--- src/rtl/anc_fir_sequencer_if.sv ---
// Sequencer <-> adaptive FIR bus: operands and start pulse out, result and done pulse back.
`timescale 1ns/1ps
interface anc_fir_sequencer_if;
  logic [15:0] fir_x;
  logic [15:0] fir_a;
  logic [15:0] fir_wadj;
  logic        fir_go;
  logic [15:0] fir_out;
  logic        fir_done;

  modport master (output fir_x, fir_a, fir_wadj, fir_go, input fir_out, fir_done);
  modport slave  (input fir_x, fir_a, fir_wadj, fir_go, output fir_out, fir_done);
endinterface

--- src/rtl/anc_fir_sequencer.sv ---
// Pairs reference/error mic samples, forms the LMS step sat16(mu*e), runs the FIR once
// per pair and forwards its result to the speaker path as a valid-pulsed stream.
`timescale 1ns/1ps
module anc_fir_sequencer #(
  parameter int TIMEOUT_CYCLES = 300,
  parameter int CNT_W          = 9
) (
  input  logic                 clk,
  input  logic                 rst,
  input  logic [15:0]          ref_in,
  input  logic                 ref_valid,
  input  logic [15:0]          err_in,
  input  logic                 err_valid,
  input  logic [15:0]          a_src,
  input  logic [15:0]          mu,
  input  logic                 adapt_en,
  anc_fir_sequencer_if.master  fir,
  output logic [15:0]          spk_out,
  output logic                 spk_valid,
  output logic                 busy,
  output logic                 overrun,
  output logic                 timeout_err
);

  localparam logic [2:0] S_IDLE  = 3'd0;
  localparam logic [2:0] S_CALC  = 3'd1;
  localparam logic [2:0] S_ISSUE = 3'd2;
  localparam logic [2:0] S_WAIT  = 3'd3;
  localparam logic [2:0] S_OUT   = 3'd4;

  localparam logic [CNT_W-1:0] TIMEOUT_LAST = CNT_W'(TIMEOUT_CYCLES - 1);

  logic [2:0]         state_reg;
  logic [15:0]        ref_hold_reg, a_hold_reg, err_hold_reg, e_reg;
  logic signed [31:0] prod_reg;
  logic [CNT_W-1:0]   cnt_reg;
  logic [15:0]        fir_x_reg, fir_a_reg, fir_wadj_reg, spk_out_reg;
  logic               overrun_reg, timeout_reg;

  logic [1:0]         strobe, pend, ovr_hit;
  logic               pair_take;
  logic signed [31:0] mu_ext, e_ext;
  logic signed [16:0] prod_hi;
  logic [15:0]        wadj_sat;

  assign strobe    = {err_valid, ref_valid};
  assign pair_take = (state_reg == S_IDLE) && pend[0] && pend[1];

  // Channel 0 = reference, 1 = error. A strobe coinciding with consumption is a fresh sample.
  for (genvar gi = 0; gi < 2; gi++) begin : g_pend
    logic pend_reg;
    always_ff @(posedge clk) begin
      if (rst)             pend_reg <= 1'b0;
      else if (strobe[gi]) pend_reg <= 1'b1;
      else if (pair_take)  pend_reg <= 1'b0;
    end
    assign pend[gi]    = pend_reg;
    assign ovr_hit[gi] = strobe[gi] && pend_reg && !pair_take;
  end

  always_ff @(posedge clk) begin
    if (rst) begin
      ref_hold_reg <= '0;
      a_hold_reg   <= '0;
      err_hold_reg <= '0;
      overrun_reg  <= 1'b0;
    end else begin
      if (ref_valid) begin
        ref_hold_reg <= ref_in;
        a_hold_reg   <= a_src;
      end
      if (err_valid)  err_hold_reg <= err_in;
      if (|ovr_hit)   overrun_reg  <= 1'b1;
    end
  end

  assign mu_ext  = {{16{mu[15]}}, mu};
  assign e_ext   = {{16{e_reg[15]}}, e_reg};
  assign prod_hi = prod_reg[31:15];

  // Only -1.0 * -1.0 can leave the q1.15 range; clamp both ends anyway.
  always_comb begin
    wadj_sat = prod_hi[15:0];
    if (prod_hi > 17'sd32767)       wadj_sat = 16'h7FFF;
    else if (prod_hi < -17'sd32768) wadj_sat = 16'h8000;
  end

  always_ff @(posedge clk) begin
    if (rst) begin
      state_reg    <= S_IDLE;
      e_reg        <= '0;
      prod_reg     <= '0;
      cnt_reg      <= '0;
      fir_x_reg    <= '0;
      fir_a_reg    <= '0;
      fir_wadj_reg <= '0;
      spk_out_reg  <= '0;
      timeout_reg  <= 1'b0;
    end else begin
      case (state_reg)
        S_IDLE: begin
          if (pair_take) begin
            fir_x_reg <= ref_hold_reg;
            fir_a_reg <= a_hold_reg;
            e_reg     <= err_hold_reg;
            state_reg <= S_CALC;
          end
        end
        S_CALC: begin
          prod_reg  <= mu_ext * e_ext;
          state_reg <= S_ISSUE;
        end
        S_ISSUE: begin
          fir_wadj_reg <= adapt_en ? wadj_sat : 16'h0000;
          cnt_reg      <= '0;
          state_reg    <= S_WAIT;
        end
        S_WAIT: begin
          cnt_reg <= cnt_reg + 1'b1;
          // done on the last allowed cycle still wins over the timeout
          if (fir.fir_done) begin
            spk_out_reg <= fir.fir_out;
            state_reg   <= S_OUT;
          end else if (cnt_reg == TIMEOUT_LAST) begin
            timeout_reg <= 1'b1;
            state_reg   <= S_IDLE;
          end
        end
        S_OUT:   state_reg <= S_IDLE;
        default: state_reg <= S_IDLE;
      endcase
    end
  end

  assign fir.fir_x    = fir_x_reg;
  assign fir.fir_a    = fir_a_reg;
  assign fir.fir_wadj = fir_wadj_reg;
  assign fir.fir_go   = (state_reg == S_ISSUE);
  assign spk_out      = spk_out_reg;
  assign spk_valid    = (state_reg == S_OUT);
  assign busy         = (state_reg != S_IDLE);
  assign overrun      = overrun_reg;
  assign timeout_err  = timeout_reg;

endmodule

--- src/flat_wrapper.sv ---
// flat-port wrapper written by rule: the top's interface ports become plain ports
module anc_fir_sequencer_flat 
#(
  parameter int TIMEOUT_CYCLES = 300,
  parameter int CNT_W          = 9
)
  (clk, rst, ref_in, ref_valid, err_in, err_valid, a_src, mu, adapt_en, spk_out, spk_valid, busy, overrun, timeout_err, fir_fir_x, fir_fir_a, fir_fir_wadj, fir_fir_go, fir_fir_out, fir_fir_done);
  anc_fir_sequencer_if fir_i ();
  input  logic clk;
  input  logic rst;
  input  logic [15:0] ref_in;
  input  logic ref_valid;
  input  logic [15:0] err_in;
  input  logic err_valid;
  input  logic [15:0] a_src;
  input  logic [15:0] mu;
  input  logic adapt_en;
  output logic [15:0] spk_out;
  output logic spk_valid;
  output logic busy;
  output logic overrun;
  output logic timeout_err;
  output wire logic [$bits(fir_i.fir_x)-1:0] fir_fir_x;
  output wire logic [$bits(fir_i.fir_a)-1:0] fir_fir_a;
  output wire logic [$bits(fir_i.fir_wadj)-1:0] fir_fir_wadj;
  output wire logic [$bits(fir_i.fir_go)-1:0] fir_fir_go;
  input wire logic [$bits(fir_i.fir_out)-1:0] fir_fir_out;
  input wire logic [$bits(fir_i.fir_done)-1:0] fir_fir_done;
  assign fir_fir_x = fir_i.fir_x;
  assign fir_fir_a = fir_i.fir_a;
  assign fir_fir_wadj = fir_i.fir_wadj;
  assign fir_fir_go = fir_i.fir_go;
  assign fir_i.fir_out = fir_fir_out;
  assign fir_i.fir_done = fir_fir_done;
  anc_fir_sequencer #(.TIMEOUT_CYCLES(TIMEOUT_CYCLES), .CNT_W(CNT_W)) u_core (.clk(clk), .rst(rst), .ref_in(ref_in), .ref_valid(ref_valid), .err_in(err_in), .err_valid(err_valid), .a_src(a_src), .mu(mu), .adapt_en(adapt_en), .fir(fir_i), .spk_out(spk_out), .spk_valid(spk_valid), .busy(busy), .overrun(overrun), .timeout_err(timeout_err));
endmodule
--- config.mk ---
export PLATFORM = sky130hd
export DESIGN_NAME = anc_fir_sequencer_flat
export DESIGN_NICKNAME = d
export VERILOG_FILES = /design/src/rtl/anc_fir_sequencer_if.sv /design/src/rtl/anc_fir_sequencer.sv /design/src/flat_wrapper.sv
export SDC_FILE = /design/constraint.sdc
export NUM_CORES = 1
export LEC_CHECK = 0
export CAP_MARGIN = 10
export CORE_MARGIN = 10
export CORE_UTILIZATION = 59
export DETAILED_ROUTE_END_ITERATION = 10
export HOLD_SLACK_MARGIN = 0.12
export PLACE_DENSITY_LB_ADDON = 0.1
export SETUP_SLACK_MARGIN = 0.3
export SYNTH_ARGS = -nofsm -noshare
export SYNTH_HDL_FRONTEND = slang
export SYNTH_SLANG_ARGS = --single-unit
--- constraint.sdc ---
create_clock -name clk -period 6.75 [get_ports clk]
set_input_delay 0.675 -clock clk [delete_from_list [all_inputs] [get_ports clk]]
set_output_delay 0.675 -clock clk [all_outputs]
set_load 0.05 [all_outputs]
; Word level (Yosys, flattened, before mapping)
; Index checks and enable logic that the tools add are counted.
[classes]
magnitude_cmp = 2
n_eq_ne = 7
div = 0
multipliers = 1
addsub = 1
n_bitwise = 1
n_mux = 11
shift = 0
n_reduce_logical = 17
[ops]
columns = op, n
row1 = $mux 16, 3
row2 = $mul 16x16->32, 1
row3 = $pmux 9 s2, 1
row4 = $gt 17x16->1 const B, 1
row5 = $lt 17x16->1 const B, 1
row6 = $pmux 3 s4, 1
row7 = $add 9x1->9 const B, 1
row8 = $eq 9x9->1 const B, 1
row9 = $mux 3, 3
row10 = $eq 3x2->1 const B, 2
row11 = $logic_and 1x1->1, 6
row12 = $reduce_and 2->1, 3
row13 = $reduce_bool 2->1, 3
row14 = $eq 3x1->1 const B, 1
row15 = $eq 3x3->1 const B, 1
row16 = $logic_not 3->1, 1
row17 = $mux 1, 3
row18 = $ne 3x2->1 const B, 1
row19 = $reduce_and 3->1, 1
row20 = $reduce_bool 3->1, 1
row21 = $ne 2x1->1 const B, 1
row22 = $reduce_or 2->1, 1
row23 = $logic_not 1->1, 1
row24 = $not 1->1, 1
[totals]
memories = 0
mem_bits_rw = 0
inputBits = 86
romBits = 0
latch_bits = 0
regBits = 176

; Depth between registers and ports, before layout
[logic_depth]
word_depth = 6
ltp_mapped = 23

; Least setup slack after synthesis
; OpenSTA, ideal clock, no wires.
[synth_timing]
kind = input-to-reg
from = input mu[15]
to = register u_core.prod_reg[29]
setup_time_ns = 0.132
stages = 20
n_path_buf = 1
t_arrival_ns = 6.155
required_time_ns = 6.618
setup_slack_ns = 0.463
path_cell_list = clkbuf_1 nand2_1 inv_1 fa_1 fa_1 fa_1 fa_1 fa_1 inv_1 fa_1 inv_1 ha_1 a21o_1 a21o_1 a21oi_1 o2111ai_2 a41o_1 xor2_1 nand2_1 a21oi_1
[synth_via]
elab_chain_cells = 1
[synth_rtl]
columns = element, line_no
row1 = "start, declared", flat_wrapper.sv:16  ; input logic [15:0] mu;
row2 = $mul 16x16->32, anc_fir_sequencer.sv:110  ; prod_reg <= mu_ext * e_ext;
row3 = "end signal, assigned", anc_fir_sequencer.sv:110
row4 = "end, declared", anc_fir_sequencer.sv:35  ; logic signed [31:0] prod_reg;
; Every way passes these cells.
; A chain may end at the register's enable or synchronous reset.

; Worst setup path after layout
[layout_timing]
from = input mu[5]
to = register u_core.prod_reg[29]
; The elaborated chain is that of the path after synthesis.

==> metrics <==
PnR worst setup slack 0.4720 ns; initial core utilization 59.48%; Vias approximately 12000; Yosys cell types 60; syn_nets 2148; Worst Reg-to-Reg Cells 20; vias in the first global route 12530; CTS tree yes; synthesis warning total 0; CTS buffer count 17; fin area approximately 18000 um2; share of cells above drive strength 1 7.143%; row count slightly below 60; CP Launch Type input pin; chip height approximately 180 um; DR WL/cell approximately 17 um; Final Hold Viols 0; post-synth top area share 34.00%; GP Congestion about 0.87; final-layout fill cell count around 2100; # H-tree levels 4; Root Driver clkbuf_16; fin util 70.64%; number of setup violations in the final report 0; Slew Limit Fails 0; total leakage power 8.705 nW; remaining global-route overflow 0; CP max FO 10; ys flop type dfxtp_1; synthesis-to-layout area growth 18.78%; Core Region 25840 um2; clk_lat worst skew around 0.42 ns; Detailed Routing Iterations Pass 1 5; CP arrival between 6 and 7 ns; Antenna Nets Post-Route 0; Residual DRC 0; count leader, synth nand2_1; # clock sinks 161; Slew @ Worst Pin 1.093 ns; Mapped Area around 15000 um2; synth cell count leaders nand2_1, inv_1, fa_1; Tmin final about 6.3 ns; Final period util 93.01%; worst slack, placed -0.01396 ns; placed cell areas about 18000 um2; initial antenna violation count 3; skew final 0.01341 ns; worst vdd ir between 0.15 and 0.2 mV; Required @ worst endpoint slightly above 7 ns; CTS Buffer Depth 2; clock-pin slew of the registers on the worst-case setup and hold paths 0.07 ns; Hold Path Class flop to flop; Nets around 2300; largest area contributor in the netlist fa_1; Seq/Total Area, Yosys between 20% and 30%; Fmax 159.3 MHz; MaxCap Viol Count 0; setup TNS 0 ns; HPWL Detailed approximately 31 mm; max FFs per register 17; slack of the worst reg-to-reg path roughly 0.54 ns; syn avg cell area ~8.9 um2; Yosys reg bits approximately 160; Hold Path Sink u_core.e_reg[3]$_SDFFE_PP0P_; gr usage total around a quarter; DRT iter0 DRCs ~700; DRT Wirelength 38.49 mm; Die Width around 180 um; PortBufs around 150; Synth Instances 1721; hold_sp u_core.err_hold_reg[3]$_SDFFE_PP0P_; Post-synth EDFFs 0; asr flop ratio synth 0%; area used by multi-input combinational logic around 11000 um2; critical path type input pin to flop; worst r2r dst u_core.prod_reg[29]$_SDFFE_PP0P_; Slew HR 27.14%; RSZ-0062 raised after global routing yes; status complete, no violations; Power Dens Cells 131.2 nW/um2; WHS Path Cells 2; FF+latch area between 3000 and 4000 um2; # IOs ~160; largest net degree at the start of global routing between 80 and 90; Crit. End Element flop; Vias per Instance between 5 and 6; first-pass GRT wire length ~65 mm; main area contributors after synthesis fa_1, dfxtp_1, nand2_1; FF-to-FF Start u_core.e_reg[12]$_SDFFE_PP0P_; die area 32900 um2
placed cells by master (no fill, tap or decap), types with 7 or more instances in the layout:
| cell | n |
|---|---|
| a21o_1 | 9 |
| xnor2_1 | 14 |
| inv_1 | 293 |
| clkbuf_16 | 17 |
| nor2_1 | 87 |
| clkdlybuf4s50_1 | 142 |
| buf_4 | 64 |
| fa_1 | 258 |
| ha_1 | 78 |
| a21oi_1 | 114 |
| nand2_1 | 299 |
| nand3_1 | 19 |
| and2_1 | 122 |
| nand2b_1 | 7 |
| o21ai_0 | 26 |
| dfxtp_1 | 156 |
| mux2i_1 | 49 |
| nor3_1 | 9 |
| dlymetal6s2s_1 | 10 |
report_power, final:
part	internal (mW)	switching, mW	total, mW
Sequential	0.978	0.0252	1.00
Combinational	0.189	0.251	0.440
Clock	0.498	0.453	0.951
Total	1.66	0.729	2.39
how the worst max path moves through the flow:
stage	to	cells after the start	slack [ns]	from
after floorplan	u_core.prod_reg[29]$_SDFFE_PP0P_	20	0.46	mu[15]
after global placement	u_core.prod_reg[21]$_SDFFE_PP0P_	20	0.06	mu[15]
after detailed placement	u_core.prod_reg[21]$_SDFFE_PP0P_	20	-0.01	mu[15]
after CTS	u_core.prod_reg[29]$_SDFFE_PP0P_	23	0.38	mu[7]
after global routing	u_core.prod_reg[29]$_SDFFE_PP0P_	21	0.20	mu[4]
final	u_core.prod_reg[29]$_SDFFE_PP0P_	22	0.47	mu[5]
cell families (layout without fill, tap and decap cells):
group	after synthesis	count (layout)	synth area share [%]
xor gates and xnor gates	18	18	1.026
buffers and inverters	377	546	9.241
DFF	161	161	20.97
AOI/OAI and AO/OA	194	194	7.670
and+or+nand+nor	580	580	17.31
muxes	50	50	3.265
other	0	1	0
adders and majority gates	341	341	40.51
final cells by class:
type                            count  area share (%)
Clock buffer                       18           2.351
Tap cell                          335           2.296
Inverter                          293           6.025
Sequential cell                   161           17.69
Clock inverter                     14          0.8980
Antenna cell                        1         0.01371
Timing Repair Buffer              221           11.48
Multi-Input combinational cell   1183           59.25
critical path, stage by stage:
cell and delay, ns:
clkdlybuf4s50_1 0.44, buf_12 0.16, and2_1 0.17, fa_1 0.54
inv_1 0.06, fa_1 0.54, inv_1 0.05, fa_1 0.52
fa_1 0.45, fa_1 0.50, inv_1 0.05, fa_1 0.48
inv_1 0.05, ha_1 0.31, o21ai_1 0.24, o21bai_2 0.15
a2111oi_4 0.42, o2111ai_2 0.19, a41o_1 0.28, xor2_1 0.14
nand2_1 0.07, a21oi_1 0.14
layer usage:
| layer | vias up | GRT usage [%] | part of all wire, % |
|---|---|---|---|
| li1 | 5589 | - | - |
| met1 | 5809 | 31.92 | 43 |
| met2 | 372 | 38.45 | 47 |
| met3 | 36 | 7.157 | 8.7 |
| met4 | 2 | 4.946 | 1.1 |
| met5 | - | 0 | 0.034 |
timing repair:
item	4_1_cts	5_1_grt
resized for setup	0	34
hold buffers	0	0
setup buffers	0	4
endpoints found under the setup margin	0	11
through the flow:
step	hold WS, ns	instances	power [mW]
detailed placement	0.4421	2189	1.453
floorplan	0.4287	1721	1.280
global route	0.4661	2225	2.500
global placement	0.4346	2189	1.447
finish	0.4517	2226	2.394
CTS	0.4507	2221	2.407
(Power assumes the default switching activity.)
